==> src/rtl/step_pulse_timing_pkg.sv <==
// Shared state encoding and default driver timing for the step pulse timing block.
// Both the RTL and the bench take their timing defaults from here.
package step_pulse_timing_pkg;

  typedef enum logic [1:0] {
    IDLE       = 2'd0,
    DIR_SETUP  = 2'd1,
    PULSE_HIGH = 2'd2,
    PULSE_LOW  = 2'd3
  } step_state_e;

  localparam int StepNumAxes         = 3;
  localparam int StepDirSetupCycles  = 4;
  localparam int StepPulseHighCycles = 3;
  localparam int StepPulseLowCycles  = 2;

  function automatic int max3(input int a, input int b, input int c);
    int m;
    m = (a > b) ? a : b;
    return (m > c) ? m : c;
  endfunction

endpackage

==> src/rtl/step_pulse_timing_axis_step_timer.sv <==
// One axis channel: accepts a step request and shapes it into a driver-legal
// pulse with direction setup, exact high width and minimum low width.
module axis_step_timer
  import step_pulse_timing_pkg::*;
#(
  parameter int DirSetupCycles  = StepDirSetupCycles,
  parameter int PulseHighCycles = StepPulseHighCycles,
  parameter int PulseLowCycles  = StepPulseLowCycles
) (
  input  logic clk,
  input  logic rst_n,
  input  logic enable,
  input  logic step_req,
  input  logic dir_req,
  output logic step_ready,
  output logic step_out,
  output logic dir_out,
  output logic busy
);

  localparam int CntW = $clog2(max3(DirSetupCycles, PulseHighCycles, PulseLowCycles) + 1);
  localparam logic [CntW-1:0] DirLoad  = CntW'(DirSetupCycles - 1);
  localparam logic [CntW-1:0] HighLoad = CntW'(PulseHighCycles - 1);
  localparam logic [CntW-1:0] LowLoad  = CntW'(PulseLowCycles - 1);
  localparam logic [CntW-1:0] CntOne   = CntW'(1);
  localparam logic [CntW-1:0] CntZero  = '0;

  step_state_e     state_q, state_d;
  logic [CntW-1:0] cnt_q, cnt_d;
  logic            step_q, step_d;
  logic            dir_q, dir_d;
  logic            accept;

  // rst_n gates ready so nothing is advertised while the channel is held in reset
  assign step_ready = rst_n & enable & (state_q == IDLE);
  assign accept     = step_req & step_ready;
  assign step_out   = step_q;
  assign dir_out    = dir_q;
  assign busy       = (state_q != IDLE);

  always_ff @(posedge clk or negedge rst_n) begin
    if (!rst_n) begin
      state_q <= IDLE;
      cnt_q   <= '0;
      step_q  <= 1'b0;
      dir_q   <= 1'b0;
    end else begin
      state_q <= state_d;
      cnt_q   <= cnt_d;
      step_q  <= step_d;
      dir_q   <= dir_d;
    end
  end

  always_comb begin
    state_d = state_q;
    cnt_d   = cnt_q;
    step_d  = step_q;
    dir_d   = dir_q;
    unique case (state_q)
      IDLE: begin
        if (accept) begin
          if (dir_req == dir_q) begin
            state_d = PULSE_HIGH;
            step_d  = 1'b1;
            cnt_d   = HighLoad;
          end else begin
            // direction only ever moves here, so it is stable for the whole pulse
            state_d = DIR_SETUP;
            dir_d   = dir_req;
            cnt_d   = DirLoad;
          end
        end
      end
      DIR_SETUP: begin
        if (cnt_q == CntZero) begin
          state_d = PULSE_HIGH;
          step_d  = 1'b1;
          cnt_d   = HighLoad;
        end else begin
          cnt_d = cnt_q - CntOne;
        end
      end
      PULSE_HIGH: begin
        if (cnt_q == CntZero) begin
          state_d = PULSE_LOW;
          step_d  = 1'b0;
          cnt_d   = LowLoad;
        end else begin
          cnt_d = cnt_q - CntOne;
        end
      end
      PULSE_LOW: begin
        if (cnt_q == CntZero) begin
          state_d = IDLE;
        end else begin
          cnt_d = cnt_q - CntOne;
        end
      end
      default: begin
        state_d = IDLE;
        step_d  = 1'b0;
        cnt_d   = '0;
      end
    endcase
  end

endmodule

==> src/rtl/step_pulse_timing.sv <==
// Final stage before the stepper-driver header: NumAxes independent pulse
// shapers with per-axis back-pressure toward the step generator.
module step_pulse_timing
  import step_pulse_timing_pkg::*;
#(
  parameter int NumAxes         = StepNumAxes,
  parameter int DirSetupCycles  = StepDirSetupCycles,
  parameter int PulseHighCycles = StepPulseHighCycles,
  parameter int PulseLowCycles  = StepPulseLowCycles
) (
  input  logic               clk,
  input  logic               rst_n,
  input  logic               enable,
  input  logic [NumAxes-1:0] step_req,
  input  logic [NumAxes-1:0] dir_req,
  output logic [NumAxes-1:0] step_ready,
  output logic [NumAxes-1:0] step_out,
  output logic [NumAxes-1:0] dir_out,
  output logic               busy
);

  logic [NumAxes-1:0] axis_busy;

  for (genvar i = 0; i < NumAxes; i++) begin : g_axis
    axis_step_timer #(
      .DirSetupCycles (DirSetupCycles),
      .PulseHighCycles(PulseHighCycles),
      .PulseLowCycles (PulseLowCycles)
    ) u_axis (
      .clk       (clk),
      .rst_n     (rst_n),
      .enable    (enable),
      .step_req  (step_req[i]),
      .dir_req   (dir_req[i]),
      .step_ready(step_ready[i]),
      .step_out  (step_out[i]),
      .dir_out   (dir_out[i]),
      .busy      (axis_busy[i])
    );
  end

  assign busy = |axis_busy;

endmodule

==> config.mk <==
export PLATFORM = sky130hd
export DESIGN_NAME = step_pulse_timing
export DESIGN_NICKNAME = d
export VERILOG_FILES = /design/src/rtl/step_pulse_timing_pkg.sv /design/src/rtl/step_pulse_timing_axis_step_timer.sv /design/src/rtl/step_pulse_timing.sv
export SDC_FILE = /design/constraint.sdc
export NUM_CORES = 1
export LEC_CHECK = 0
export BUFFER_PORTS_ARGS = -buffer_cell sky130_fd_sc_hd__buf_2
export CELL_PAD_IN_SITES_DETAIL_PLACEMENT = 2
export CELL_PAD_IN_SITES_GLOBAL_PLACEMENT = 2
export CORE_AREA = 2 2 73 68
export CTS_CLUSTER_DIAMETER = 40
export DETAILED_ROUTE_END_ITERATION = 10
export DIE_AREA = 0 0 75 70
export PLACE_DENSITY_LB_ADDON = 0.12
export SLEW_MARGIN = 40
export SYNTH_ARGS = -nofsm -noshare
export SYNTH_HDL_FRONTEND = slang
export SYNTH_HIERARCHICAL = 1
export SYNTH_SLANG_ARGS = --single-unit
==> constraint.sdc <==
create_clock -name clk -period 1.95 [get_ports clk]
set_input_delay 0.4875 -clock clk [delete_from_list [all_inputs] [get_ports clk]]
set_output_delay 0.4875 -clock clk [all_outputs]
set_load 0.02 [all_outputs]
### Word-level counts from Yosys, hierarchy flattened

Index checks and enable logic that the tools add are counted.

| storage, ports and cells | value |
|---|---|
| bits in registers | 21 |
| output and inout bits | 10 |
| logic and storage cells | 131 |

| cells by class | value |
|---|---|
| add/subtract/negate cells | 3 |
| equal/unequal tests | 30 |
| multiplexer cells | 51 |
| bitwise gates (word level) | 10 |
| reductions and logical operators | 25 |

Operators by type and width:

| operator | count |
|---|---|
| 2-to-1 mux 3 bit | 12 |
| case mux 3 bit (4 select lines) | 3 |
| 2-to-1 mux 2 bit | 15 |
| != test 2 x 1 -> 1 bit (second input constant) | 12 |
| case mux 2 bit (4 select lines) | 3 |
| 2-to-1 mux 1 bit | 15 |
| AND reduction 5 bit | 3 |
| == test 2 bit (second input constant) | 6 |
| != test 2 bit (second input constant) | 6 |
| AND reduction 4 bit | 3 |
| zero test 3 bit | 3 |
| case mux 1 bit (3 select lines) | 3 |
| AND reduction 3 bit | 3 |
| nonzero test 3 bit | 3 |
| subtractor 3 x 1 -> 3 bit (second input constant) | 3 |
| bitwise AND 1 bit | 7 |
| == test 2 x 1 -> 1 bit (second input constant) | 3 |
| zero test 2 bit | 3 |
| AND reduction 2 bit | 3 |
| nonzero test 2 bit | 3 |
| == test 1 bit | 3 |
| inverter 1 bit | 3 |
| OR reduction 3 bit | 1 |

### Logic depth before layout (Yosys ltp)

Gate-level depths: netlist of the first run.

| logic depth | value |
|---|---|
| word-level depth | 5 |
| gate-level depth with buffers | 6 |

### Cells and area by module

Netlist of the first run, hierarchy kept.

By module, submodules not included:

| module | times used | cells an instance | area an instance (µm²) | seq. area each (µm²) |
|---|---|---|---|---|
| axis_step_timer | 3 | 55 | 513.0 | 175.2 |
| step_pulse_timing | 1 | 1 | 6.3 | 0.0 |

### Least setup slack after synthesis of the first run

Ideal clock, no wire load.

| path | value |
|---|---|
| path type | flip-flop to output port |
| from | reg g_axis[1].u_axis.state_q[0] |
| to | out busy |
| arrival | 1.267 ns |
| setup slack | 0.195 ns |
| stages on the path, launching flop included | 6 |
| buffers on the path | 1 |
| cell sequence | dfrtp_1 > inv_1 > ha_1 > buf_2 > inv_1 > or3_1 |

| on the way | value |
|---|---|
| cells in the longest elaborated chain, start to end | 2 |

Ends and longest elaborated chain:

| item | line | RTL |
|---|---|---|
| start: declaration | step_pulse_timing_axis_step_timer.sv:28 | `step_state_e state_q, state_d;` |
| start signal: assignment | step_pulse_timing_axis_step_timer.sv:48 | `state_q <= state_d;` |
| nonzero test 2 bit | step_pulse_timing_axis_step_timer.sv:39 | `assign busy = (state_q != IDLE);` |
| named net axis_busy[1] | step_pulse_timing.sv:22 | `logic [NumAxes-1:0] axis_busy;` |
| OR reduction 3 bit | step_pulse_timing.sv:42 | `assign busy = \|axis_busy;` |
| end: declaration | step_pulse_timing.sv:19 | `output logic busy` |

The timed path passes the listed nets, and every way through them passes these cells.

### Final worst setup path of the first run

| path | value |
|---|---|
| from | reg g_axis[2].u_axis.state_q[0] |
| to | out busy |

| on the way | value |
|---|---|
| cells in the longest elaborated chain, start to end | 2 |

Ends and longest elaborated chain:

| item | line |
|---|---|
| start: declaration | step_pulse_timing_axis_step_timer.sv:28 |
| start signal: assignment | step_pulse_timing_axis_step_timer.sv:48 |
| nonzero test 2 bit | step_pulse_timing_axis_step_timer.sv:39 |
| named net axis_busy[2] | step_pulse_timing.sv:22 |
| OR reduction 3 bit | step_pulse_timing.sv:42 |

The timed path passes the listed nets, and every way through them passes these cells.

==> impl_metrics.json, run 1 <==
{
  "postSynthCellCount": 166,
  "ys_warn_count": 6,
  "synth_edf_count": 0,
  "htree_levels": 1,
  "async_reset_ff_share_pct": 100,
  "gp_congestion": 0.778,
  "core_um2": 4590,
  "synth_top_family_by_area": "compound AO/OA/AOI/OAI gates",
  "cts-root-buf": "clkbuf_8",
  "cts-buffers-inserted": 3,
  "ys_seq_elements": 21,
  "gr-total-overflow": 0,
  "r2r_setup_slack_ps": 160,
  "synth_adder_area_share_pct": 14.6,
  "vias": 1305,
  "ir_drop_v": 0.000596,
  "nets": 226,
  "wl_per_cell_um": 15.8,
  "dp_hpwl_um": 3140,
  "slew_violations": 0,
  "violations": "negative setup slack",
  "grt_max_degree": 15,
  "layout-drive-gt1-share_pct": 32.8,
  "clkSlewWorstSetupHoldPaths_ps": 90,
  "synth_ff_type": "dfrtp_1",
  "die-area_um2": 5250,
  "clockBufferDepth": 2,
  "worstMarginPinSlew_ps": 452,
  "cp.arrival_ps": 1460,
  "cts_hold_repair.buffers": 0,
  "synth-simple-area-share_pct": 16.9,
  "place_area_um2": 1750,
  "routed_wl_um": 4170,
  "fin_crit_sh_pct": 100,
  "design_area_um2": 1900,
  "grt_antenna_before_repair": 0,
  "cts_sinks": 21,
  "finalCriticalPeriod_ps": 1950,
  "crit_path_end_kind": "primary output",
  "worst-setup-path-type": "flop to primary output",
  "synth_area_um2": 1550,
  "max_slew_margin_pct": 69.1,
  "io_pins": 19,
  "chipHeight_um": 70,
  "rr_startpoint": "g_axis[1].u_axis/state_q[1]",
  "yosysUniqueCellTypes": 31,
  "ant_nets": 0,
  "n_antenna_cell": 0,
  "layout_common_cells": "dfrtp_1, buf_4, nand2_1, ha_1, buf_2",
  "drc": 0,
  "synth_fp_nets": 193,
  "chipWidth_um": 75,
  "p_leak_nw": 0.929,
  "cts_tree": "built",
  "io_buffers": 18,
  "finalSetupTns_ps": -0.699,
  "synth-xor-area-share_pct": 1.70,
  "layout_commonest_cell": "dfrtp_1",
  "fillers": 518,
  "setup_viol": 1,
  "critPathLaunchType": "flop",
  "r2r_cells": 6,
  "area_growth_pct": 23.1,
  "p_per_area_nw_per_um2": 1880,
  "rr_endpoint": "g_axis[1].u_axis/step_out",
  "fin_ws_ps": -0.699,
  "final_hold_viol_count": 0,
  "post_synth.cell_area_avg_um2": 9.31,
  "crit_fanout": 2,
  "ys_seq_area_share_pct": 34.0,
  "clkLatencyLatePin_ps": 270,
  "fmax_mhz": 513,
  "dr.pass1.iters": 4,
  "synth_compound_area_share_pct": 18.2,
  "drv_cap": 0,
  "worstHoldPathType": "input pin to async pin",
  "synthMuxAreaShare_pct": 9.23,
  "grt_usage_pct": 17.4,
  "finClkSkew_ps": 6.74,
  "vias_per_cell": 4.96,
  "drtIter0Drc": 60,
  "row_count": 24,
  "rsz0062_at_grt": "yes",
  "grt_pass1_vias": 1406,
  "worstPathRequired_ps": 1460,
  "start_util_pct": 33.6,
  "grt_pass1_wl_um": 7130,
  "status": "finished, violations left"
}
[cells in the mapped netlist, drive strengths merged (3+ instances only)]
master,count,share of area (%)
nand3,6,2.9
nor2,6,1.5
mux2i,3,1.9
xor2,3,1.7
a2111oi,3,1.7
a211o,3,1.7
a211oi,3,1.5
nor2b,3,1.2
o31ai,3,1.5
a31oi,6,2.4
dfrtp,21,34
o21ai,9,2.9
or2b,3,1.5
or2,6,2.4
a22oi,3,1.5
inv,18,4.4
nor3,3,0.97
a21o,3,1.5
nand2,15,3.6
a21oi,9,3.6
mux2,9,7.3
nand2b,3,1.2
and3,3,1.2
buf,3,0.97
ha,18,15
[timing repair]
| item | 4_1_cts | 5_1_grt |
|---|---|---|
| buffers inserted | 7 | 0 |
| pin swaps | 1 | 0 |
| resized for setup | 12 | 7 |
| endpoints found under the setup margin | 4 | 4 |
[power breakdown]
group          leakage [nW]  switching (mW)  internal (mW)
Clock                0.0255           0.159          0.143
Sequential            0.251           0.142          0.658
Combinational         0.653            1.35           1.12
[cells by family after synthesis]
group	count (synthesis)
simple gates	49
compound gates	42
buf+inv	21
flops	21
fa+ha+maj	18
mux	12
xor+xnor	3
[worst max path at each step]
stage                                      startpoint  cells past startpoint                   endpoint
after floorplan           g_axis[1].u_axis/state_q[0]                      5                       busy
after global placement    g_axis[1].u_axis/state_q[0]                      5                       busy
after detailed placement  g_axis[1].u_axis/state_q[0]                      6  g_axis[1].u_axis/step_out
after CTS                 g_axis[2].u_axis/state_q[0]                      5                       busy
after global routing      g_axis[2].u_axis/state_q[0]                      5                       busy
final                     g_axis[2].u_axis/state_q[0]                      5                       busy
[layer usage]
metal	part of all wire, %	vias up	wire [um]	GRT usage (%)
met5	0	-	0	0
met2	48	15	2010	27.5
li1	-	639	-	-
met1	49	647	2030	25.2
met3	2.4	4	98	2.31
met4	0.74	0	31	3.57
[flip-flops by register name, indices dropped and copies added, names as in the netlist]
signal / flops
g_axis.u_axis/state_q: 6
g_axis.u_axis/dir_out: 3
g_axis.u_axis/cnt_q: 9
g_axis.u_axis/step_out: 3
[worst max-delay path, stage by stage (launching register included)]
cell	delay, ps
dfrtp_1	410
inv_2	100
ha_4	130
inv_1	40
or3_4	380
buf_6	140
[per-stage QoR]
stage          power [mW]  util [%]  hold slack, ps  std cells  worst slack, ps
5_1_grt              3.98      41.4             111        263            -48.1
4_1_cts              3.56      40.7             101        263           0.0926
2_1_floorplan        2.48         -             192        166              195
3_5_place_dp         3.09      38.0             404        252              193
6_report             3.58      41.4             107        263           -0.699
3_3_place_gp         2.96      38.0             400        252              243
[cell type report]
cell class | count | area (um2) | share of cell area (%)
Inverter | 18 | 67.6 | 3.55
Clock inverter | 1 | 5.00 | 0.263
Sequential cell | 21 | 526 | 27.6
Tap cell | 65 | 81.3 | 4.28
Timing Repair Buffer | 31 | 201 | 10.6
Multi-Input combinational cell | 124 | 980 | 51.5
Clock buffer | 3 | 41.3 | 2.17
No activity file was read; power rests on OpenSTA's default activity.
==> inputs of run 2 (changes only) <==
Settings changed: CORE_AREA 2 2 73 68 to 2 2 72 67, CTS_BUF_LIST set to sky130_fd_sc_hd__clkbuf_2 sky130_fd_sc_hd__clkbuf_4 sky130_fd_sc_hd__clkbuf_8, DIE_AREA 0 0 75 70 to 0 0 74 69.
==> impl_metrics.json, run 2 (same netlist as run 1, synthesis figures left out) <==
{
  "die-area_um2": 5110,
  "drtIter0Drc": 109,
  "nets": 232,
  "total_power_mw": 3.88,
  "clkSlewWorstSetupHoldPaths_ps": 90,
  "vias": 1400,
  "grt_pass1_vias": 1531,
  "rr_startpoint": "g_axis[1].u_axis/state_q[0]",
  "core_um2": 4350,
  "n_antenna_cell": 0,
  "top_regs": "g_axis.u_axis/cnt_q x9, g_axis.u_axis/state_q x6",
  "wl_per_cell_um": 18.5,
  "gp_congestion": 0.808,
  "rr_endpoint": "g_axis[1].u_axis/step_out",
  "critPathLaunchType": "flop",
  "dp_hpwl_um": 3320,
  "vias_per_cell": 5.26,
  "worst-setup-path-type": "flop to primary output",
  "r2r_cells": 7,
  "max_slew_margin_pct": 70.1,
  "io_pins": 19,
  "chipWidth_um": 74,
  "final_hold_viol_count": 0,
  "worstMarginPinSlew_ps": 448,
  "io_buffers": 18,
  "crit_path_end_kind": "primary output",
  "crit_buf_inv": 3,
  "met3_length_um": 136,
  "max_stage_delay_ps": 400,
  "drv_cap": 0,
  "grt_antenna_before_repair": 0,
  "layout-drive-gt1-share_pct": 34.8,
  "p_per_area_nw_per_um2": 1980,
  "ant_nets": 0,
  "regMostFlops": "g_axis.u_axis/cnt_q",
  "path_cells": "inv_2 -> ha_4 -> inv_1 -> or3_4 -> buf_6",
  "cp_top_family": "flip-flops",
  "dr.pass1.iters": 4,
  "met2_length_um": 2580,
  "grt_max_degree": 15,
  "worstHoldPathType": "input pin to async pin",
  "area_growth_pct": 26.8,
  "setup_viol": 0,
  "slew_violations": 0,
  "p_leak_nw": 0.967,
  "grt_usage_pct": 19.6,
  "cts_sinks": 21,
  "m1WireLength_um": 2120,
  "worstPathRequired_ps": 1460,
  "gr-total-overflow": 0,
  "clkLatencyLatePin_ps": 260,
  "r2r_setup_slack_ps": 70,
  "cp.arrival_ps": 1460,
  "row_count": 23,
  "crit_fanout": 3,
  "finalCriticalPeriod_ps": 1950,
  "cts-root-buf": "clkbuf_8",
  "cts-buffers-inserted": 3,
  "rsz0062_at_grt": "yes",
  "grt_pass1_wl_um": 7790,
  "drc": 0,
  "clockBufferDepth": 2,
  "finalSetupTns_ps": 0,
  "htree_levels": 1,
  "largest_reg_flops": 9,
  "start_util_pct": 35.6,
  "fmax_mhz": 513,
  "finClkSkew_ps": 5.78,
  "cpMaxStageDelayCell": "dfrtp_1",
  "fin_crit_sh_pct": 99.9,
  "highest_layer": "met4",
  "routed_wl_um": 4910,
  "cts_tree": "built",
  "layout_common_cells": "dfrtp_1, buf_4, nand2_1, ha_1, buf_2",
  "status": "finished clean",
  "chipHeight_um": 69,
  "ir_drop_v": 0.000678
}
==> run 2: layer usage <==
metal	GRT usage, %	vias to the layer above
met5	0	-
met4	3.43	0
met3	3.65	6
met2	33.7	27
met1	25.4	710
li1	-	657
==> run 2: worst max path at each step <==
stage,start,end,cells past startpoint
2_1_floorplan,g_axis[1].u_axis/state_q[0],busy,5
3_3_place_gp,g_axis[1].u_axis/state_q[0],busy,5
3_5_place_dp,g_axis[1].u_axis/state_q[1],busy,5
4_1_cts,g_axis[0].u_axis/state_q[0],busy,5
5_1_grt,g_axis[2].u_axis/state_q[1],busy,5
6_report,g_axis[2].u_axis/state_q[1],busy,5
==> run 2: area by class of cell <==
| class | instances | area, um2 |
|---|---|---|
| Fill cell | 478 | 2390 |
| Multi-Input combinational cell | 124 | 990 |
| Sequential cell | 21 | 526 |
| Timing Repair Buffer | 37 | 250 |
| Tap cell | 62 | 77.6 |
| Inverter | 18 | 67.6 |
| Clock buffer | 4 | 48.8 |
==> run 2: per-stage QoR <==
| step | instance area [um2] | util [%] | setup WS (ps) | cells | hold slack, ps |
|---|---|---|---|---|---|
| after detailed placement | 1750 | 40.3 | 182 | 250 | 396 |
| after global routing | 1960 | 45.1 | -51.2 | 266 | 111 |
| final | 1960 | 45.1 | 1.44 | 266 | 106 |
| after global placement | 1750 | 40.3 | 252 | 250 | 386 |
| after CTS | 1880 | 43.2 | 1.31 | 260 | 98.3 |
| after floorplan | 1550 | - | 195 | 166 | 192 |
==> run 2: power breakdown <==
part | internal (mW) | leakage [nW] | switching [mW] | total [mW]
logic | 1.25 | 0.690 | 1.51 | 2.75
registers | 0.658 | 0.251 | 0.150 | 0.808
clock network | 0.160 | 0.0262 | 0.158 | 0.318
==> run 2: what timing repair did <==
item	4_1_cts	5_1_grt
hold endpoints to repair	0	0
buffers inserted	6	6
pin swaps	0	3
endpoints found under the setup margin	4	4
gates resized for setup	13	9
hold buffers	0	0
==> inputs of run 3 (changes only) <==
Settings changed: CORE_AREA 2 2 72 67 to 2 2 80 75, DIE_AREA 0 0 74 69 to 0 0 82 77.
==> impl_metrics.json, run 3 (same netlist as run 1, synthesis figures left out) <==
{
  "status": "finished clean",
  "grt.busiest_layer": "met2",
  "regMostFlops": "g_axis.u_axis/cnt_q",
  "clkSlewWorstSetupHoldPaths_ps": 80,
  "largest_reg_flops": 9,
  "htree_levels": 1,
  "drtIter0Drc": 38,
  "crit_path_end_kind": "primary output",
  "path_cells": "inv_2 -> ha_4 -> inv_2 -> or3_4 -> buf_6",
  "nets": 235,
  "sw_frac_of_total_pct": 45.4,
  "cp.arrival_ps": 1440,
  "finalSetupTns_ps": 0,
  "worstMarginPinSlew_ps": 398,
  "finClkSkew_ps": 2.73,
  "cts-buffers-inserted": 3,
  "gp_congestion": 0.801,
  "final_hold_viol_count": 0,
  "chipWidth_um": 82,
  "p_per_area_nw_per_um2": 1870,
  "clockBufferDepth": 2,
  "pwr-share-comb_pct": 70.4,
  "worstPathRequired_ps": 1460,
  "cts_sinks": 21,
  "cts_hold_repair.buffers": 0,
  "vias_per_cell": 4.95,
  "row_count": 26,
  "finalNonFillerCells": 277,
  "cts_tree": "built",
  "drc": 0,
  "slew_violations": 0,
  "layout_common_cells": "buf_4, dfrtp_1, nand2_1, ha_1, buf_2",
  "chipHeight_um": 77,
  "routed_wl_um": 4520,
  "cts-root-buf": "clkbuf_8",
  "top_regs": "g_axis.u_axis/cnt_q x9, g_axis.u_axis/state_q x6",
  "start_util_pct": 28.3,
  "crit_top_cell": "inv_2",
  "grt_pass1_vias": 1553,
  "crit_fanout": 2,
  "use_met1_pct": 21.1,
  "fmax_mhz": 518,
  "globalRouteMet2Util_pct": 27.4,
  "fin_ws_ps": 20.5,
  "layout-drive-gt1-share_pct": 36.2,
  "p_leak_nw": 0.975,
  "grt_antenna_before_repair": 0,
  "finalCriticalPeriod_ps": 1930,
  "vias": 1370,
  "gr-total-overflow": 0,
  "critPathLaunchType": "flop",
  "die-area_um2": 6310,
  "grt_usage_pct": 15.9,
  "core_um2": 5470,
  "worstHoldPathType": "input pin to async pin",
  "pwr-share-seq_pct": 21.6,
  "clockPowerShare_pct": 8.0,
  "use_met3_pct": 1.88,
  "dp_hpwl_um": 3400,
  "area_growth_pct": 28.7,
  "rsz0062_at_grt": "yes",
  "n_antenna_cell": 0,
  "seqCellArea_um2": 526,
  "max_stage_delay_ps": 420,
  "p_switching_mw": 1.69,
  "ir_drop_v": 0.000561,
  "max_slew_margin_pct": 72.8,
  "fillers": 633,
  "io_pins": 19,
  "dr.pass1.iters": 4,
  "grt_pass1_wl_um": 7780,
  "fin_crit_sh_pct": 98.9,
  "cpMaxStageDelayCell": "dfrtp_1",
  "multi_input_area_um2": 990,
  "r2r_setup_slack_ps": 70,
  "setup_viol": 0,
  "worst-setup-path-type": "flop to primary output",
  "clkLatencyLatePin_ps": 260,
  "post-place-cells": 260,
  "total_power_mw": 3.72,
  "ant_nets": 0,
  "wl_per_cell_um": 16.3,
  "drv_cap": 0,
  "layout_commonest_cell": "buf_4",
  "grt_max_degree": 15,
  "dpl_worst_slack_ps": 185,
  "p_int_mw": 2.03,
  "io_buffers": 18
}
==> run 3: through the flow <==
step	area [um2]	util, %	hold WS (ps)
floorplan	1550	-	192
global placement	1780	32.5	407
detailed placement	1780	32.5	400
CTS	1940	35.5	99.3
global route	1990	36.4	122
finish	1990	36.4	126
==> run 3: worst paths after layout <==
check	startpoint	cells after the start	end
worst min-delay path	rst_n	1	g_axis[2].u_axis/dir_out
max in group asynchronous	rst_n	2	g_axis[1].u_axis/state_q[0]
min in group clk	dir_req[2]	2	g_axis[2].u_axis/dir_out
worst max-delay path	g_axis[1].u_axis/state_q[0]	5	busy
worst max register to register	g_axis[1].u_axis/state_q[0]	7	g_axis[1].u_axis/step_out
worst min register to register	g_axis[0].u_axis/step_out	1	g_axis[0].u_axis/step_out
==> run 3: power by group through the flow <==
stage / Clock (mW) / Sequential [mW] / Combinational (mW)
2_1_floorplan: 0 / 0.864 / 1.62
3_3_place_gp: 0 / 0.809 / 2.20
3_5_place_dp: 0 / 0.831 / 2.30
4_1_cts: 0.322 / 0.801 / 2.56
5_1_grt: 0.334 / 0.835 / 2.97
6_report: 0.297 / 0.805 / 2.62
==> run 3: area by class of cell <==
class	count	area share, %
flip-flops and latches	21	26.4
multi-input cells	124	49.7
well taps	70	4.40
clock buffers	3	2.08
inverters	18	3.40
clock inverters	1	0.252
repair buffers	40	13.7
==> run 3: worst max-delay path: cells and delay by family, from the launching register on <==
family	cells	cell delay, ps
buffers and inverters	3	260
adders and majority gates	1	130
and+or+nand+nor	1	380
DFF	1	420
==> run 3: layer usage <==
layer	wire, um	vias to the layer above
met5	0	-
met3	86	2
li1	-	664
met4	23	0
met1	2050	694
met2	2350	10
==> run 3: repair_timing <==
item,CTS,global route
endpoints found under the setup margin,4,4
setup buffers,10,3
pin swaps,0,4
gates resized for setup,15,7
cloned,0,0
